--- src/rtl/fetch_unit.sv ---
// Instruction-fetch stage: holds the PC, keeps one request outstanding to instruction memory,
// and hands a registered instruction/PC pair to decode, flushing wrong-path fetches on redirect.
module fetch_unit #(
   parameter int                DWIDTH   = 32,
   parameter int                AWIDTH   = 32,
   parameter logic [AWIDTH-1:0] BASEADDR = 32'h0100_0000
) (
   input  logic              clk,
   input  logic              reset,
   output logic              imem_req_valid_o,
   output logic [AWIDTH-1:0] imem_req_addr_o,
   input  logic              imem_req_ready_i,
   input  logic              imem_rsp_valid_i,
   input  logic [DWIDTH-1:0] imem_rsp_data_i,
   input  logic              redirect_i,
   input  logic [AWIDTH-1:0] redirect_pc_i,
   input  logic              stall_i,
   output logic              valid_o,
   output logic [DWIDTH-1:0] insn_o,
   output logic [AWIDTH-1:0] pc_o
);

   localparam logic [DWIDTH-1:0] NOP_INSN = DWIDTH'(32'h0000_0013);
   localparam logic [AWIDTH-1:0] PC_STEP  = AWIDTH'(32'd4);

   typedef enum logic [1:0] {
      ST_REQ  = 2'd0,
      ST_WAIT = 2'd1,
      ST_HOLD = 2'd2
   } state_t;

   state_t              state_r, state_s;
   logic [AWIDTH-1:0]   pc_r, pc_s;
   logic [AWIDTH-1:0]   inflight_pc_r, inflight_pc_s;
   logic                kill_r, kill_s;
   logic                valid_r, valid_s;
   logic [DWIDTH-1:0]   insn_r, insn_s;
   logic [AWIDTH-1:0]   pc_out_r, pc_out_s;
   logic [DWIDTH-1:0]   pend_insn_r, pend_insn_s;
   logic [AWIDTH-1:0]   pend_pc_r, pend_pc_s;
   logic                unused_s;

   // Redirect targets are forced to word alignment, so the low bits are never used.
   assign unused_s = ^redirect_pc_i[1:0];

   assign imem_req_valid_o = (state_r == ST_REQ) && reset;
   assign imem_req_addr_o  = pc_r;
   assign valid_o          = valid_r;
   assign insn_o           = insn_r;
   assign pc_o             = pc_out_r;

   // State and datapath registers.
   always_ff @(posedge clk or negedge reset) begin
      if (!reset) begin
         state_r       <= ST_REQ;
         pc_r          <= BASEADDR;
         inflight_pc_r <= BASEADDR;
         kill_r        <= 1'b0;
         valid_r       <= 1'b0;
         insn_r        <= NOP_INSN;
         pc_out_r      <= BASEADDR;
         pend_insn_r   <= '0;
         pend_pc_r     <= '0;
      end else begin
         state_r       <= state_s;
         pc_r          <= pc_s;
         inflight_pc_r <= inflight_pc_s;
         kill_r        <= kill_s;
         valid_r       <= valid_s;
         insn_r        <= insn_s;
         pc_out_r      <= pc_out_s;
         pend_insn_r   <= pend_insn_s;
         pend_pc_r     <= pend_pc_s;
      end
   end

   // Next-state logic: redirect overrides the normal fetch/handoff flow.
   always_comb begin
      state_s       = state_r;
      pc_s          = pc_r;
      inflight_pc_s = inflight_pc_r;
      kill_s        = kill_r;
      insn_s        = insn_r;
      pc_out_s      = pc_out_r;
      pend_insn_s   = pend_insn_r;
      pend_pc_s     = pend_pc_r;
      if (valid_r && !stall_i) begin
         valid_s = 1'b0;
      end else begin
         valid_s = valid_r;
      end

      if (redirect_i) begin
         pc_s    = {redirect_pc_i[AWIDTH-1:2], 2'b00};
         valid_s = 1'b0;
         case (state_r)
            ST_REQ: begin
               // A request accepted in the redirect cycle is already wrong-path.
               if (imem_req_ready_i) begin
                  state_s = ST_WAIT;
                  kill_s  = 1'b1;
               end else begin
                  state_s = ST_REQ;
               end
            end
            ST_WAIT: begin
               if (imem_rsp_valid_i) begin
                  state_s = ST_REQ;
                  kill_s  = 1'b0;
               end else begin
                  state_s = ST_WAIT;
                  kill_s  = 1'b1;
               end
            end
            ST_HOLD: state_s = ST_REQ;
            default: state_s = ST_REQ;
         endcase
      end else begin
         case (state_r)
            ST_REQ: begin
               if (imem_req_ready_i) begin
                  inflight_pc_s = pc_r;
                  pc_s          = pc_r + PC_STEP;
                  state_s       = ST_WAIT;
               end else begin
                  state_s = ST_REQ;
               end
            end
            ST_WAIT: begin
               if (!imem_rsp_valid_i) begin
                  state_s = ST_WAIT;
               end else if (kill_r) begin
                  kill_s  = 1'b0;
                  state_s = ST_REQ;
               end else if (!valid_r || !stall_i) begin
                  valid_s  = 1'b1;
                  insn_s   = imem_rsp_data_i;
                  pc_out_s = inflight_pc_r;
                  state_s  = ST_REQ;
               end else begin
                  pend_insn_s = imem_rsp_data_i;
                  pend_pc_s   = inflight_pc_r;
                  state_s     = ST_HOLD;
               end
            end
            ST_HOLD: begin
               if (!stall_i) begin
                  valid_s  = 1'b1;
                  insn_s   = pend_insn_r;
                  pc_out_s = pend_pc_r;
                  state_s  = ST_REQ;
               end else begin
                  state_s = ST_HOLD;
               end
            end
            default: state_s = ST_REQ;
         endcase
      end
   end

endmodule

--- config.mk ---
export PLATFORM = sky130hd
export DESIGN_NAME = fetch_unit
export DESIGN_NICKNAME = d
export VERILOG_FILES = /design/src/rtl/fetch_unit.sv
export SDC_FILE = /design/constraint.sdc
export NUM_CORES = 1
export LEC_CHECK = 0
export CORE_ASPECT_RATIO = 0.9
export CORE_MARGIN = 4
export CORE_UTILIZATION = 60
export DETAILED_ROUTE_END_ITERATION = 16
export DONT_BUFFER_PORTS = 1
export GPL_ROUTABILITY_DRIVEN = 1
export GPL_TIMING_DRIVEN = 1
export PLACE_DENSITY = 0.77
export SYNTH_ARGS = -nofsm -noshare
export SYNTH_HDL_FRONTEND = slang
export SYNTH_SLANG_ARGS = --single-unit
--- constraint.sdc ---
create_clock -name clk -period 2.9 [get_ports clk]
set_input_delay 0.29 -clock clk [delete_from_list [all_inputs] [get_ports clk]]
set_output_delay 0.29 -clock clk [all_outputs]
set_load 0.02 [all_outputs]
==> key figures, run 1 <==
Layout
  • # diodes: 0
  • # nets final: 760
  • Reg area: 0.00471 sq mm
  • Layout Utilization: 71.2%
  • Multi-input gate area: approximately 0.0036 sq mm
  • Area Growth Syn to Fin: 14.2%
  • Fin area: 0.00969 sq mm
  • FILL cells: 915
  • Fraction of layout cells with a size suffix above 1: 39.0%

Timing
  • Worst slew pin tran: 0.841 ns
  • Sum of negative setup slack: 0 ns
  • Hold Slack: -0.439 ns
  • Post-layout minimum cycle time: 2.50 ns
  • Final Hold Vio Count: 188
  • Slew Viols, Final: 0
  • Fmax achieved: about 400 MHz
  • Final period utilization: 86.3%
  • Final setup fails: 0
  • Setup Skew: 0.0114 ns
  • Relative slew margins: 43.7%
  • Unrepaired setup endpoints after global routing: no

Yosys
  • Post-synth EDFFs: 0
  • Post-Synth Simple-Gate Area: between 7 and 8%
  • Mux cell area share after synthesis: 28.2%
  • Count leader, synth: mux2_2
  • Largest area contributor in the netlist: dfrtp_1
  • Synth Area in XOR/XNOR: 1.34%
  • Post-synth cell types: 45
  • Share of flip-flops with an asynchronous set or reset: 100%
  • Top_reg_cell synth: dfrtp_1
  • Cells after synthesis: 651
  • Sequential share of the synthesized area: between 50 and 60%
  • Syn_area_per_cell: 13.0 sq um
  • Cell area after synthesis: between 0.008 and 0.009 sq mm
  • Compound-cell area share of the yosys netlist: 4.41%
  • Synth Area in Adders: 0.737%
  • Post-synth top area share: 53.7%
  • Flops & latches, synth: ~190
  • Yosys warnings: 0
  • Largest family of logic cells by synthesized area: multiplexers
  • Area contributors post-synth: dfrtp_1, mux2_2, dfstp_2
  • Post-synth top cells: mux2_2, dfrtp_1, nand2_1, clkbuf_1, o21ai_0

Die
  • Die Width: approximately 130 um
  • # IOs: ~170
  • CORE AREA: between 0.01 and 0.015 sq mm
  • Initial Util: 62.3%
  • Die ar.: 0.0161 sq mm
  • FP Rows: 40
  • DIE HEIGHT: 121 um

Power
  • Seq pwr share: 57.2%
  • Power consumption: 7.84 mW
  • Internal cell power: 5.31 mW
  • Leak: 4.26 nW
  • Maximum VDD drop: ~0.67 mV
  • Clock power frac: between 20% and 30%
  • Switching part of the total: about 32%
  • Net Sw Power: 2.54 mW
  • Comb pwr share: approximately 14%
  • Pwr per Cell Area: 809 mW/mm^2

Clock tree
  • Clock root buffer: clkbuf_16
  • CTS tree: done
  • CTS Buffer Depth: 2
  • H-tree level count: 4
  • CTS resizes: 0
  • CTS hold repair buffers: 39
  • Reg clk slew, reported paths: 0.07 ns
  • TritonCTS Buffers: 17
  • Worst skew pair latency: approximately 0.43 ns
  • Clock sink total: 188
  • Post-CTS Setup Repair Bufs: 0

Drt
  • DRC: 0
  • Antenna Violating Nets Remaining: 0
  • Met2 wire length: 9.37 mm
  • First-pass iteration count of the detailed router: 5
  • Top layer used by detailed routing: met4
  • Via count: roughly 5400
  • Routed length per instance: 21.2 um
  • Met3 Wirelength: 1.66 mm
  • DRT iter0 DRCs: approximately 320
  • Met1 wire length: 7.42 mm
  • DR vias/cell: 6.06
  • Routed WL: 18.8 mm

Placement
  • Area after DPL: about 0.0087 sq mm
  • Final HPWL DP: 12.1 mm
  • Routability cong.: between 0.8 and 0.9
  • Port bufs: 0

GRT
  • First-pass GRT wire length: 30.8 mm
  • Total grt overflow: 0
  • GR Util All Layers: between 20 and 25%
  • Pin count of the biggest net entering global routing: 190
  • Antenna violations before repair: 0
  • Vias in the first global route: 5882

Worst hold path
  • Worst hold-check path type: input port to asynchronous set/reset pin

Worst setup path
  • Critical path class: flop to flop
  • Req. time, crit path: ~3.3 ns
  • CP endpoint kind: flop
  • CP max stage delay: 0.57 ns
  • Crit path max fanout: 9
  • CP delay by family, top: simple AND/OR/NAND/NOR gates
  • Worst Setup Start Kind: flop
  • Sequence of cells on the critical path: inv_1 -> ha_1 -> nand4_1 -> buf_4 -> or4_1 -> or4_1 -> a31oi_1
  • Critical path data arrival time: 2.85 ns
  • CP max stage cell: or4_1
  • CP bufs+invs: 2
  • Crit-path most repeated cell: or4_1

Flow run
  • Max_cap viols: 0

Status
  • Outcome: finished with violations
  • Violated checks: hold timing
[final timing paths]
check                            startpoint             endpoint  slack (ns)  cells after the start
hold / removal                        reset            insn_o[3]       -0.44                      0
min in group clk           redirect_pc_i[7]   imem_req_addr_o[7]        0.01                      2
setup / recovery                 state_r[0]  imem_req_addr_o[25]        0.40                      7
setup reg to reg                 state_r[0]  imem_req_addr_o[25]        0.40                      7
max in group asynchronous             reset         pend_pc_r[9]        3.10                      0
hold reg to reg               pend_pc_r[29]        pend_pc_r[29]        0.50                      1
[cell usage in the layout, fill, tap and decap left out, drive strengths merged, types with 2 or more instances in the layout]
cell / netlist / layout
mux2: 212 / 212
dfrtp: 182 / 182
dlygate4sd3: 0 / 39
nand2: 35 / 35
o21ai: 31 / 31
clkbuf: 31 / 21
nor2: 19 / 19
inv: 14 / 18
a31oi: 13 / 13
buf: 9 / 13
nand3: 12 / 12
xnor2: 10 / 10
or4: 9 / 9
nor4: 8 / 8
nand4: 8 / 8
or3: 6 / 6
dfstp: 6 / 6
clkinv: 0 / 6
a21oi: 5 / 5
o31ai: 5 / 5
ha: 5 / 5
nor3: 4 / 4
conb: 1 / 4
and3: 3 / 3
xor2: 3 / 3
o311ai: 2 / 2
nand4b: 2 / 2
[registers in the layout, indices dropped and copies added, names as in the netlist]
register	flops
insn_o	32
pend_insn_r	32
imem_req_addr_o	30
inflight_pc_r	30
pc_o	30
pend_pc_r	30
state_r	2
kill_r	1
valid_o	1
[routing by layer]
metal,up-vias,track usage [%]
met5,-,0
met4,0,7.97
met3,30,9.53
li1,2415,-
met1,2728,28.5
met2,204,40.7
[metrics by stage]
stage                     hold WS (ns)  setup slack [ns]  cells
after floorplan               -0.00559             0.735    654
after global placement       -0.000647             0.449    816
after detailed placement     -0.000729             0.383    816
after CTS                       -0.466             0.367    887
after global routing            -0.462             0.231    887
final                           -0.439             0.397    887
[worst reg2reg max path: cells and delay by family, from the launching register on]
kind | cells | cell delay (ns)
compound gates | 1 | 0.17
fa+ha+maj | 1 | 0.32
buf+inv | 2 | 0.32
flops | 1 | 0.40
simple gates | 3 | 1.22
[area by class of cell]
| type | instances | area share, % |
|---|---|---|
| Tap cell | 189 | 2.44 |
| Multi-Input combinational cell | 412 | 37.1 |
| Inverter | 14 | 0.542 |
| Clock inverter | 11 | 1.10 |
| Timing Repair Buffer | 52 | 5.29 |
| Sequential cell | 188 | 48.6 |
| Clock buffer | 21 | 4.85 |
[power groups by stage]
stage	clock network, mW	registers (mW)	logic (mW)
5_1_grt	2.43	4.57	1.21
3_3_place_gp	0	4.49	0.970
6_report	2.26	4.49	1.09
2_1_floorplan	0	4.32	0.893
4_1_cts	2.32	4.49	1.10
3_5_place_dp	0	4.54	1.04
[kinds of logic (layout without fill, tap and decap cells)]
family                   count (synthesis)  after routing
adder cells (fa/ha/maj)                  5              5
multiplexers                           213            213
buffers and inverters                   54             98
other                                    1              4
AND/OR/NAND/NOR                        114            114
flip-flops                             188            188
XOR/XNOR                                13             13
AO/OA/AOI/OAI                           63             63
Note: power is estimated with default switching activity, not from simulation.
==> run 2: changes to the inputs <==
Settings changed: CORE_UTILIZATION 60 to 53, CTS_CLUSTER_DIAMETER set to 200, PLACE_DENSITY 0.77 to 0.69.
Clock period 2.9 ns to 3.1 ns, I/O delays scaled along.
==> run 2 against run 1 <==
Effect of this change:
- the flow still finishes with violations (hold timing)
- largest cell class unchanged
- global-route usage decreased by 3.9 points
- sequential cell count unchanged
- largest power group unchanged
- die area increased by 12%
- core utilization decreased by 11 points
- sequential share of layout area increased by 1.6 points
- fmax increased by 0.83%
==> key figures, run 2 (synthesis results as in run 1) <==
Worst setup path
  • Critical path data arrival time: 2.82 ns (-0.03 ns)
  • Req. time, crit path: 3.44 ns (+0.19 ns)
  • Crit path max fanout: 9 (unchanged)
  • Critical path class: flop to flop
  • Worst Setup Start Kind: flop
  • CP endpoint kind: flop

Layout
  • Layout Utilization: 60.3% (-11 points)
  • Fin area: 0.00937 sq mm (-3.3%)
  • Commonest non-fill, non-tap cell in the layout: mux2_2
  • Final non-filler cell total: 866 (-2.4%)
  • Fraction of layout cells with a size suffix above 1: 40.7% (+1.7 points)
  • # nets final: 726 (-4.5%)
  • FILL cells: 1209 (+32%)
  • # diodes: 0 (unchanged)
  • Area Growth Syn to Fin: 10.5%
  • Most frequent cells in the layout: mux2_2, dfrtp_1, nand2_1

GRT
  • GR Util All Layers: 20.2% (-3.9 points)
  • First-pass GRT wire length: 29.0 mm (-5.7%)
  • Total grt overflow: 0 (unchanged)
  • Antenna violations before repair: 0 (unchanged)
  • Vias in the first global route: 5460 (-7.2%)
  • Pin count of the biggest net entering global routing: 190 (unchanged)

Placement
  • Port bufs: 0 (unchanged)
  • Final HPWL DP: 12.1 mm (-0.21%)
  • Routability cong.: 0.810 (-0.17%)
  • Placed Instances: 827 (+1.3%)
  • Area after DPL: 0.00872 sq mm (about the same)

Die
  • Die ar.: 0.0181 sq mm (+12%)
  • # IOs: 168 (unchanged)
  • CORE AREA: 0.0155 sq mm (+14%)
  • DIE HEIGHT: 128 um (+6.0%)
  • Initial Util: 54.6% (-7.8 points)
  • Die Width: 141 um (+6.0%)
  • FP Rows: 43 (+7.5%)

Timing
  • Final setup fails: 0 (unchanged)
  • Setup Skew: 0.00780 ns (-0.00359 ns)
  • Sum of negative setup slack: 0 ns (unchanged)
  • Worst slew pin tran: 0.585 ns (-0.257 ns)
  • Unrepaired setup endpoints after global routing: no
  • Final period utilization: 80.1% (-6.2 points)
  • Hold Slack: -0.416 ns (+0.0223 ns)
  • Final Hold Vio Count: 188 (unchanged)
  • Fmax achieved: 403 MHz (+0.83%)
  • Slew Viols, Final: 0 (unchanged)
  • Relative slew margins: 61.0% (+17 points)
  • Post-layout minimum cycle time: 2.48 ns (-0.0206 ns)

Clock tree
  • H-tree level count: 4 (unchanged)
  • TritonCTS Buffers: 17 (unchanged)
  • Reg clk slew, reported paths: 0.07 ns (about the same)
  • CTS resizes: 0 (unchanged)
  • CTS tree: done
  • Clock root buffer: clkbuf_16
  • Post-CTS Setup Repair Bufs: 0 (unchanged)
  • Clock sink total: 188 (unchanged)
  • Worst skew pair latency: 0.42 ns (about the same)
  • CTS Buffer Depth: 2 (unchanged)

Flow run
  • Max_cap viols: 0 (unchanged)

Status
  • Violated checks: hold timing
  • Outcome: finished with violations

Drt
  • Antenna Violating Nets Remaining: 0 (unchanged)
  • Via count: 5143 (-4.4%)
  • DRC: 0 (unchanged)
  • Routed WL: 17.8 mm (-5.0%)
  • DR vias/cell: 5.94 (-2.0%)
  • Routed length per instance: 20.6 um (-2.7%)
  • DRT iter0 DRCs: 245 (-24%)
  • First-pass iteration count of the detailed router: 4 (-1)

Power
  • Leak: 4.10 nW (-3.7%)
  • Pwr per Cell Area: 773 mW/mm^2 (-4.5%)
  • Maximum VDD drop: 0.523 mV (-22%)

Worst hold path
  • Worst hold-check path type: input port to asynchronous set/reset pin
run 2: cell types whose count changed in the layout (fill, tap and decap cells not counted), sizes merged:
| cell | change |
|---|---|
| inv | -1 |
| buf | -2 |
| dlygate4sd3 | -32 |
| clkinv | -3 |
| clkinvlp | +4 |
run 2: critical path, cell delays in order, from the launching register on:
cell and delay, ns:
dfrtp_1 0.41, inv_1 0.14, ha_1 0.25, nand4_1 0.11
buf_4 0.20, or4_1 0.58, or4_1 0.53, a31oi_1 0.19
run 2: where the power goes:
part | total [mW] | internal, mW | switching [mW]
Sequential | 4.19 | 3.12 | 1.07
Combinational | 0.959 | 0.629 | 0.330
Clock | 2.10 | 1.18 | 0.919
run 2: final timing paths:
kind | end | startpoint | cells after the start | slack [ns]
hold reg to reg | pend_pc_r[18] | pend_pc_r[18] | 1 | 0.50
setup reg to reg | imem_req_addr_o[25] | state_r[0] | 7 | 0.62
setup / recovery | imem_req_addr_o[25] | state_r[0] | 7 | 0.62
min in group clk | imem_req_addr_o[6] | redirect_pc_i[6] | 2 | 0.02
hold / removal | pend_insn_r[8] | reset | 0 | -0.42
max in group asynchronous | pc_o[24] | reset | 0 | 3.28
run 2: timing repair:
item | in CTS | in global routing
endpoints found under the setup margin | 0 | 0
hold buffers | 5 | 2
hold endpoints to repair | 200 | 190
run 2: stage by stage:
stage	setup WS (ns)	power, mW
finish	0.618	7.25
global route	0.512	7.63
CTS	0.614	7.35
detailed placement	0.637	5.21
global placement	0.722	5.12
floorplan	0.935	4.88
run 2: final cells by class:
cell class	instances	area, sq um	share of cell area, %
Sequential cell	188	4710	50.3
Multi-Input combinational cell	412	3600	38.4
Clock buffer	21	470	5.02
Tap cell	202	253	2.70
Timing Repair Buffer	18	178	1.90
Clock inverter	11	109	1.16
Inverter	14	52.6	0.561
run 2: metal layers:
layer	vias to the layer above	track usage [%]	wire [um]
met5	-	0	0
met4	0	6.77	316
met2	168	33.1	8860
met3	25	8.13	1630
li1	2357	-	-
met1	2593	24.6	7030
